## src/rtl/mem_pkg.sv

```systemverilog
// Shared encodings for the load/store unit: transfer sizes, FSM states, strobes.
package mem_pkg;
    localparam logic [1:0] SZ_B = 2'b00;
    localparam logic [1:0] SZ_H = 2'b01;
    localparam logic [1:0] SZ_W = 2'b10;

    localparam logic [3:0] STRB_NONE = 4'b0000;

    typedef enum logic [1:0] {
        ST_IDLE = 2'b00,
        ST_REQ  = 2'b01,
        ST_WAIT = 2'b10,
        ST_DONE = 2'b11
    } mem_state_e;
endpackage

```

## src/rtl/mem_lane_align.sv

```systemverilog
// Byte-lane steering: store strobe/replication and load shift/extension.
module mem_lane_align
    import mem_pkg::*;
(
    input  logic [1:0]  size,
    input  logic        sign,
    input  logic [1:0]  addr_lo,
    input  logic [31:0] wdata,
    input  logic [31:0] rdata,
    output logic [3:0]  wstrb,
    output logic [31:0] wdata_rep,
    output logic [31:0] rdata_ext
);
    logic [31:0] shifted;

    always_comb begin
        shifted   = rdata >> {addr_lo, 3'b000};
        wstrb     = 4'b1111;
        wdata_rep = wdata;
        rdata_ext = shifted;
        // size 2'b11 falls through to word handling
        case (size)
            SZ_B: begin
                wstrb     = 4'b0001 << addr_lo;
                wdata_rep = {4{wdata[7:0]}};
                rdata_ext = {{24{sign & shifted[7]}}, shifted[7:0]};
            end
            SZ_H: begin
                wstrb     = 4'b0011 << {addr_lo[1], 1'b0};
                wdata_rep = {2{wdata[15:0]}};
                rdata_ext = {{16{sign & shifted[15]}}, shifted[15:0]};
            end
            default: ;
        endcase
    end
endmodule

```

## src/rtl/mem_access_unit.sv

```systemverilog
// Load/store unit: latches the M-stage request, runs the req/addr_ok/data_ok
// handshake and stalls the pipeline until the access completes.
//
//   state | meaning
//   IDLE  | no access; starts on a clean, aligned, unflushed request
//   REQ   | data_req high, waiting for addr_ok (never withdrawn)
//   WAIT  | address accepted, waiting for data_ok
//   DONE  | result valid, waiting for the pipeline to advance
module mem_access_unit
    import mem_pkg::*;
#(
    parameter int ADDR_W = 32,
    parameter int DATA_W = 32
) (
    input  logic              clk,
    input  logic              rst,
    input  logic              mem_en,
    input  logic              mem_we,
    input  logic [1:0]        mem_size,
    input  logic              mem_sign,
    input  logic [ADDR_W-1:0] mem_addr,
    input  logic [DATA_W-1:0] mem_wdata,
    input  logic              pipe_stall,
    input  logic              flush,
    output logic [DATA_W-1:0] mem_rdata,
    output logic              mem_stall,
    output logic              addr_err,
    output logic              data_req,
    output logic              data_wr,
    output logic [1:0]        data_size,
    output logic [ADDR_W-1:0] data_addr,
    output logic [DATA_W-1:0] data_wdata,
    output logic [3:0]        data_wstrb,
    input  logic              data_addr_ok,
    input  logic [DATA_W-1:0] data_rdata,
    input  logic              data_data_ok
);
    mem_state_e        state_q, state_d;
    logic              we_q, we_d;
    logic [1:0]        size_q, size_d;
    logic              sign_q, sign_d;
    logic [ADDR_W-1:0] addr_q, addr_d;
    logic [DATA_W-1:0] wdata_q, wdata_d;
    logic [DATA_W-1:0] rdata_q, rdata_d;
    logic              cancel_q, cancel_d;
    logic              stall;
    logic              complete;
    logic [3:0]        lane_wstrb;
    logic [DATA_W-1:0] lane_wdata;
    logic [DATA_W-1:0] lane_rdata;

    mem_lane_align u_lane (
        .size      (size_q),
        .sign      (sign_q),
        .addr_lo   (addr_q[1:0]),
        .wdata     (wdata_q),
        .rdata     (data_rdata),
        .wstrb     (lane_wstrb),
        .wdata_rep (lane_wdata),
        .rdata_ext (lane_rdata)
    );

    always_comb begin
        addr_err = 1'b0;
        if (mem_en) begin
            if (mem_size == SZ_H) begin
                addr_err = mem_addr[0];
            end else if (mem_size != SZ_B) begin
                addr_err = |mem_addr[1:0];
            end
        end
    end

    always_comb begin
        state_d  = state_q;
        we_d     = we_q;
        size_d   = size_q;
        sign_d   = sign_q;
        addr_d   = addr_q;
        wdata_d  = wdata_q;
        rdata_d  = rdata_q;
        cancel_d = cancel_q;
        stall    = 1'b0;
        complete = 1'b0;
        case (state_q)
            ST_IDLE: begin
                cancel_d = 1'b0;
                if (mem_en && !addr_err && !flush) begin
                    we_d    = mem_we;
                    size_d  = mem_size;
                    sign_d  = mem_sign;
                    addr_d  = mem_addr;
                    wdata_d = mem_wdata;
                    stall   = 1'b1;
                    state_d = ST_REQ;
                end
            end
            ST_REQ: begin
                stall = 1'b1;
                if (flush) cancel_d = 1'b1;
                if (data_addr_ok) begin
                    if (data_data_ok) complete = 1'b1;
                    else              state_d  = ST_WAIT;
                end
            end
            ST_WAIT: begin
                stall = 1'b1;
                if (flush) cancel_d = 1'b1;
                if (data_data_ok) complete = 1'b1;
            end
            ST_DONE: begin
                if (!pipe_stall) state_d = ST_IDLE;
            end
            default: state_d = ST_IDLE;
        endcase

        // a flush arriving on the completing cycle still cancels the result
        if (complete) begin
            if (cancel_q || flush) begin
                cancel_d = 1'b0;
                state_d  = ST_IDLE;
            end else begin
                state_d = ST_DONE;
                if (!we_q) rdata_d = lane_rdata;
            end
        end
    end

    always_ff @(posedge clk or negedge rst) begin
        if (!rst) begin
            state_q  <= ST_IDLE;
            we_q     <= 1'b0;
            size_q   <= 2'b00;
            sign_q   <= 1'b0;
            addr_q   <= '0;
            wdata_q  <= '0;
            rdata_q  <= '0;
            cancel_q <= 1'b0;
        end else begin
            state_q  <= state_d;
            we_q     <= we_d;
            size_q   <= size_d;
            sign_q   <= sign_d;
            addr_q   <= addr_d;
            wdata_q  <= wdata_d;
            rdata_q  <= rdata_d;
            cancel_q <= cancel_d;
        end
    end

    assign mem_stall  = rst & stall;
    assign mem_rdata  = rdata_q;
    assign data_req   = (state_q == ST_REQ);
    assign data_wr    = data_req & we_q;
    assign data_wstrb = (data_req && we_q) ? lane_wstrb : STRB_NONE;
    assign data_size  = size_q;
    assign data_addr  = addr_q;
    assign data_wdata = lane_wdata;
endmodule

```

## config.mk

```make
export PLATFORM = sky130hd
export DESIGN_NAME = mem_access_unit
export DESIGN_NICKNAME = d
export VERILOG_FILES = /design/src/rtl/mem_pkg.sv /design/src/rtl/mem_lane_align.sv /design/src/rtl/mem_access_unit.sv
export SDC_FILE = /design/constraint.sdc
export NUM_CORES = 1
export LEC_CHECK = 0
export BUFFER_PORTS_ARGS = -buffer_cell sky130_fd_sc_hd__buf_2
export CAP_MARGIN = 20
export CORE_MARGIN = 2
export CORE_UTILIZATION = 53
export DETAILED_ROUTE_END_ITERATION = 6
export GPL_TIMING_DRIVEN = 0
export PLACE_DENSITY_LB_ADDON = 0.25
export SLEW_MARGIN = 10
export SYNTH_ARGS = -nofsm -noshare
export SYNTH_HDL_FRONTEND = slang
export SYNTH_HIERARCHICAL = 1
export SYNTH_SLANG_ARGS = --single-unit
```

## constraint.sdc

```tcl
create_clock -name clk -period 3.15 [get_ports clk]
set_clock_uncertainty 0.05 [all_clocks]
set_input_delay 0.63 -clock clk [delete_from_list [all_inputs] [get_ports clk]]
set_output_delay 0.63 -clock clk [all_outputs]
set_load 0.05 [all_outputs]
```

-- Word-level counts from Yosys, hierarchy flattened
Index checks and enable logic that the tools add are counted.
- reduce and logical (&&, ||, !) cells: 15
- eq/ne operators: 9
- mux-type cells: 23
- shifts and indexed selects: 3
- bitwise gates (word level): 6
- operators by type and width (operator ; number):
    $pmux 32 s2 ; 2
    $shr 32x5->32 ; 1
    $mux 2 ; 6
    $mux 1 ; 9
    $pmux 4 s2 ; 1
    $eq 2x1->1 const B ; 3
    $ne 3x3->1 const B ; 2
    $pmux 1 s2 ; 3
    $pmux 2 s3 ; 1
    $reduce_and 5->1 ; 1
    $and 1x1->1 ; 4
    $eq 2x2->1 const B ; 2
    $logic_not 2->1 ; 2
    $mux 4 ; 1
    $reduce_bool 4->1 ; 1
    $reduce_or 2->1 ; 2
    $shl 1x2->4 const A ; 1
    $shl 2x2->4 const A ; 1
    $logic_and 1x1->1 ; 3
    $ne 3x1->1 const B ; 1
    $ne 3x2->1 const B ; 1
    $reduce_and 3->1 ; 1
    $logic_not 1->1 ; 2
    $not 1->1 ; 2
    3 further kinds ; 3
- register bits: 103
- input port bits: 107
- word-level logic and storage cells: 64
- output and inout port bits: 106

-- Depth between registers and ports, before layout
Gate-level depths: netlist of the first run.
- depth after elaboration: 10
- gate-level depth with buffers: 7
- depth with buffers taken out: 6

-- Cells and area by module
The synthesis of the first run kept the hierarchy.
- modules (own cells, without submodules) (module ; instances ; area an instance (sq um) ; cells each):
    mem_access_unit ; 1 ; 4042.6 ; 247
    mem_lane_align ; 1 ; 1330.0 ; 185

-- Worst setup path after synthesis of the first run
OpenSTA, ideal clock, no wires.
- path type: input to output
- start point: input mem_addr[1]
- end point: output mem_stall
- setup slack: -0.008 ns
- path buffers: 1
- data arrival time: 2.478 ns
- cell stages on the path: 5
- cells stage by stage: o21ai_1 -> nand4_1 -> buf_2 -> nor2b_1 -> nor3b_1
- cells in the longest elaborated chain, start to end: 10
- RTL lines (item ; line ; RTL):
    start, declared ; mem_access_unit.sv:21 ; input logic [ADDR_W-1:0] mem_addr,
    $reduce_or 2->1 ; mem_access_unit.sv:69 ; addr_err = |mem_addr[1:0];
    $mux 1 ; mem_access_unit.sv:68 ; end else if (mem_size != SZ_B) begin
    $mux 1 ; mem_access_unit.sv:66 ; if (mem_size == SZ_H) begin
    $mux 1 ; mem_access_unit.sv:65 ; if (mem_en) begin
    $logic_not 1->1 ; mem_access_unit.sv:88 ; if (mem_en && !addr_err && !flush) begin
    $logic_and 1x1->1 (2 in series) ; mem_access_unit.sv:88 ;
    $mux 1 ; mem_access_unit.sv:88 ;
    $pmux 1 s2 ; mem_access_unit.sv:85 ; case (state_q)
    $and 1x1->1 ; mem_access_unit.sv:151 ; assign mem_stall = rst & stall;
    end, declared ; mem_access_unit.sv:26 ; output logic mem_stall,
Every way passes these cells.

-- Worst setup path in the final report of the first run
- start point: register size_q[1] (netlist: data_size[1])
- end point: output data_wdata[15]
- cells in the longest elaborated chain, start to end: 2
- elaborated cells between the ends (all ways): 3
- those cells by class: eq/ne: 1; mux: 1; reduce/logical: 1
- RTL lines (item ; line ; RTL):
    start, declared ; mem_access_unit.sv:40 ; logic [1:0] size_q, size_d;
    start signal, assigned ; mem_access_unit.sv:142 ; size_q <= size_d;
    $eq 2x1->1 or $logic_not 2->1 (tied branches) ; mem_lane_align.sv:22 ; case (size)
    $pmux 32 s2 * ; mem_lane_align.sv:22 ;
    end, declared ; mem_access_unit.sv:32 ; output logic [DATA_W-1:0] data_wdata,
Mark *: on every way between the ends. The rest lies on a longest branch, timed or not.

==> impl_metrics.json, run 1 <==
{
  "outcome": "finished clean",
  "synth.yosys.seq_area_share": 0.4797,
  "portBuffers": 212,
  "htree_levels": 3,
  "drtPass1Iterations": 5,
  "wl_met2_um": 7245,
  "ys_types": 45,
  "syn_to_final_growth_pct": 27.04,
  "wl_per_cell_um": 17.80,
  "cts.clk_slew.worst_paths_ns": 0.09,
  "grt_use_total": 0.2555,
  "ant_nets": 0,
  "synth-edff-count": 0,
  "routed.top_layer": "met4",
  "cts.sinks": 103,
  "coreArea_um2": 9819,
  "fin_util": 0.6951,
  "ys_warn_count": 6,
  "path_buf_inv": 3,
  "path_max_fanout": 10,
  "fmax_ghz": 0.3384,
  "worstPathCellList": "buf_2 > nor2_2 > buf_2 > mux2_2 > buf_2",
  "crit_type": "reg -> out",
  "drv_cap": 0,
  "postSynthCellCount": 432,
  "drc": 0,
  "antenna_found_initial": 0,
  "cp.required_ns": 2.47,
  "setup_viol": 0,
  "max_slew_margin": 0.4392,
  "crit_path_top_delay_cell": "dfrtp_1",
  "die_x_um": 104.7,
  "mostFrequentLayoutCell": "buf_2",
  "cpMostUsedCell": "buf_2",
  "die_area_um2": 10960,
  "fin_crit_ns": 2.955,
  "hold_path_class": "in -> async",
  "final_cell_mix": "buf_2 (225), mux2_2 (124), dfrtp_1 (103), a21oi_1 (22), nand2_1 (19)",
  "syn_area_per_cell_um2": 12.44,
  "wl_met1_um": 5466,
  "slowest_delay_ns": 0.41,
  "die_y_um": 104.7,
  "tightest_slew_ns": 0.8394,
  "final_nets": 767,
  "clk_latency_ns": 0.36,
  "rsz0062_at_grt": "no",
  "ios": 213,
  "synth.ff_latch_count": 103,
  "cts_tree": "done",
  "ys.flop_type": "dfrtp_1",
  "drt_first_iter_violations": 252,
  "async_reset_ff_frac": 1.000,
  "floorplan.rows": 36,
  "vias_per_cell": 5.534,
  "start_util": 0.5471,
  "dp_hpwl_um": 10800,
  "synth_nets": 543,
  "via_count": 4394,
  "grt_pass1_wl_um": 22230,
  "crit_path_end_kind": "output port",
  "antennaDiodeCount": 0,
  "grt_max_degree": 57,
  "slew_viol_final": 0,
  "tns_ns": 0,
  "grt_pass1_vias": 4546,
  "post-cts-setup-buffer-count": 0,
  "wirelength_um": 14140,
  "period_share": 0.9383,
  "root_buffer": "clkbuf_8",
  "path_delay_family": "buffers and inverters",
  "dr_wl_met3_um": 1104,
  "layout-drive-gt1-share": 0.6051,
  "cts_buffers": 9,
  "grt-ovfl-total": 0,
  "hold_violations": 0,
  "clock_path_buffers": 2,
  "hold_buffers": 0,
  "start_kind": "flop",
  "mappedNetlistArea_um2": 5373,
  "cp_data_arrival_time_ns": 2.28,
  "place_congestion": 0.8797,
  "post_cts_resized": 0
}
-- kinds of logic after synthesis --
logic type / after synthesis / synth area share
AND/OR/NAND/NOR: 82 / 0.09432
multiplexers: 143 / 0.2965
flip-flops: 103 / 0.4797
adder cells (fa/ha/maj): 4 / 0.009316
AO/OA/AOI/OAI: 58 / 0.07126
XOR/XNOR: 1 / 0.001630
buffers and inverters: 41 / 0.04727
-- stage by stage --
step	setup slack (ns)	hold slack, ns	instances	area (um2)
finish	0.1945	0.2818	794	6825
global route	0.03156	0.3260	794	6825
CTS	0.1788	0.2949	794	6825
detailed placement	0.4014	0.4393	778	6635
global placement	-0.5997	0.4134	777	6605
floorplan	0.1412	0.2844	432	5378
-- state kept, by name, indices dropped and copies added (netlist names) --
name / count
data_addr: 32
wdata_q: 32
data_size: 2
mem_rdata: 32
we_q: 1
sign_q: 1
state_q: 2
cancel_q: 1
-- per-layer routing --
metal / GRT usage / vias up
li1: - / 2001
met1: 0.3026 / 2148
met2: 0.4416 / 215
met3: 0.06301 / 30
met4: 0.1105 / 0
met5: 0 / -
-- area by class of cell --
cell class | count | area [um2]
sequential | 103 | 2577
buffer | 36 | 235.2
timing repair buffer | 213 | 1091
fill | 807 | 2994
clock buffer | 11 | 131.4
multi-input combinational | 288 | 2546
clock inverter | 5 | 58.81
inverter | 5 | 18.77
tap | 133 | 166.4
-- path summary, 6_finish.rpt --
kind                       slack (ns)          start             end  cells after the start
max                              0.19   data_size[1]  data_wdata[15]                      5
min                              0.28            rst    mem_rdata[4]                      1
max reg2reg                      0.80     state_q[1]   mem_rdata[14]                      7
min reg2reg                      0.46  mem_rdata[26]   mem_rdata[26]                      1
max in group asynchronous        2.06            rst    data_addr[8]                      2
min in group clk                 0.44   mem_addr[14]   data_addr[14]                      2
-- worst register-to-register path: cells and delay by family, from the launching register on --
kind	cells	cell delay [ns]
simple gates	2	0.54
flops	1	0.43
mux	1	0.35
fa+ha+maj	1	0.34
buf+inv	2	0.33
compound gates	1	0.21
-- synth_stat cells, types with 7 or more instances --
master,number,area [um2]
dfrtp_1,103,2577
nand4_1,11,68.82
o21ai_0,9,45.04
mux2_2,124,1396
or2_2,8,50.05
a21oi_1,22,110.1
a211oi_1,7,52.55
nand2_1,19,71.32
a22oi_1,7,52.55
mux2i_1,17,170.2
nand3_1,8,40.04
buf_2,14,70.07
buf_4,12,90.09
nor2b_1,13,81.33
Power of run 1 is not shown: default switching activity piles up to over one toggle a cycle in this logic, so the estimate is an artifact.
==> run 2, diff against run 1 <==
Settings changed: CORE_UTILIZATION 53 to 40.
==> run 2 against run 1 <==
Routed wire length rose by 2.5%; sequential cell count did not move; cell count rose by 5.4%; setup slack improved by 0.013 ns; via count fell by 2.0%; highest routed layer unchanged; cell area rose by 2.1%; sequential share of layout area fell by 0.79 points; critical path depth did not move; utilization fell by 17 points; first-iteration DRC count rose by 28%; die area rose by 31%; count of clock-buffer cells in the layout rose by 3; critical path type unchanged.
==> impl_metrics.json, run 2 (same netlist as run 1, synthesis figures left out) <==
{
  "floorplan.rows": 42,
  "cpMostUsedCell": "buf_2",
  "place_congestion": 0.8628,
  "cts_buffers": 9,
  "coreArea_um2": 13190,
  "cts.clk_slew.worst_paths_ns": 0.06,
  "syn_to_final_growth_pct": 29.74,
  "hold_violations": 0,
  "period_share": 0.9340,
  "hold_buffers": 0,
  "wl_per_cell_um": 17.31,
  "crit_start": "data_size[1]",
  "hold_path_class": "in -> async",
  "stdcell_count": 837,
  "mostFrequentLayoutCell": "buf_2",
  "grt_max_degree": 82,
  "placed_cells_incl_taps": 821,
  "tightest_slew_ns": 0.8247,
  "wirelength_um": 14490,
  "crit_path_top_delay_cell": "nor2_2",
  "rsz0062_at_grt": "no",
  "clock_path_buffers": 2,
  "start_util": 0.4073,
  "final_nets": 767,
  "cts.sinks": 103,
  "cp.required_ns": 2.47,
  "portBuffers": 212,
  "dp_hpwl_um": 11110,
  "crit_path_end_kind": "output port",
  "grt_pass1_wl_um": 22730,
  "ios": 213,
  "drc": 0,
  "r2r-start": "state_q[1]",
  "fmax_ghz": 0.3399,
  "vias_per_cell": 5.143,
  "antenna_found_initial": 0,
  "max_slew_margin": 0.4490,
  "outcome": "finished clean",
  "die_x_um": 119.9,
  "post_cts_resized": 0,
  "path_max_fanout": 10,
  "grt_use_total": 0.2044,
  "via_count": 4305,
  "start_kind": "flop",
  "die_area_um2": 14370,
  "slowest_delay_ns": 0.43,
  "slew_viol_final": 0,
  "fill_cells": 1205,
  "drt_first_iter_violations": 323,
  "post-cts-setup-buffer-count": 0,
  "htree_levels": 3,
  "crit_type": "reg -> out",
  "fin_crit_ns": 2.942,
  "root_buffer": "clkbuf_16",
  "ant_nets": 0,
  "grt_pass1_vias": 4509,
  "clk_latency_ns": 0.35,
  "worstPathCellList": "buf_2 > nor2_2 > buf_2 > mux2_2 > buf_2",
  "drv_cap": 0,
  "grt-ovfl-total": 0,
  "final_cell_mix": "buf_2 (225), mux2_2 (124), dfrtp_1 (103), a21oi_1 (22), nand2_1 (19)",
  "cts_tree": "done",
  "setup_viol": 0,
  "cp_data_arrival_time_ns": 2.26,
  "drtPass1Iterations": 4,
  "die_y_um": 119.9,
  "antennaDiodeCount": 0,
  "layout-drive-gt1-share": 0.6036
}
## run 2: area by class of cell
cell class | instances | area, um2 | share of cell area
inverter | 5 | 18.77 | 0.002693
clock buffer | 14 | 264.0 | 0.03787
timing repair buffer | 213 | 1095 | 0.1571
buffer | 36 | 235.2 | 0.03375
clock inverter | 2 | 13.76 | 0.001975
multi-input combinational | 288 | 2546 | 0.3653
tap | 176 | 220.2 | 0.03159
sequential | 103 | 2577 | 0.3698
## run 2: final timing paths
path	slack, ns	endpoint	cells past startpoint
max in group asynchronous	2.29	data_addr[24]	2
min in group clk	0.44	mem_rdata[6]	1
hold / removal	0.08	mem_rdata[1]	1
setup / recovery	0.21	data_wdata[14]	5
setup reg to reg	0.70	mem_rdata[17]	7
hold reg to reg	0.44	mem_rdata[6]	1
## run 2: metal layers
| metal | GRT usage | vias to the layer above | share of wire | routed length, um |
|---|---|---|---|---|
| met3 | 0.05894 | 18 | 0.088 | 1268 |
| met4 | 0.06618 | 0 | 0.015 | 219 |
| li1 | - | 2011 | - | - |
| met5 | 0 | - | 0 | 0 |
| met1 | 0.2468 | 2088 | 0.40 | 5770 |
| met2 | 0.3514 | 188 | 0.50 | 7229 |
## run 2: through the flow
stage | setup TNS, ns | setup WS, ns | instance area, um2 | hold WS [ns] | util
after global placement | -0.6636 | -0.6636 | 6659 | 0.4160 | 0.5048
after floorplan | 0 | 0.1412 | 5378 | 0.2844 | -
final | 0 | 0.2078 | 6970 | 0.08088 | 0.5285
after global routing | 0 | 0.04790 | 6970 | 0.08867 | 0.5285
after detailed placement | 0 | 0.3471 | 6693 | 0.4325 | 0.5074
after CTS | 0 | 0.1694 | 6970 | 0.07819 | 0.5285
## run 2: critical path, delay by kind of cell, from the launching register on
kind	cells	cell delay, ns
buffers and inverters	3	0.73
DFF	1	0.39
muxes	1	0.37
and+or+nand+nor	1	0.43
Power of run 2 is left out for the same reason.
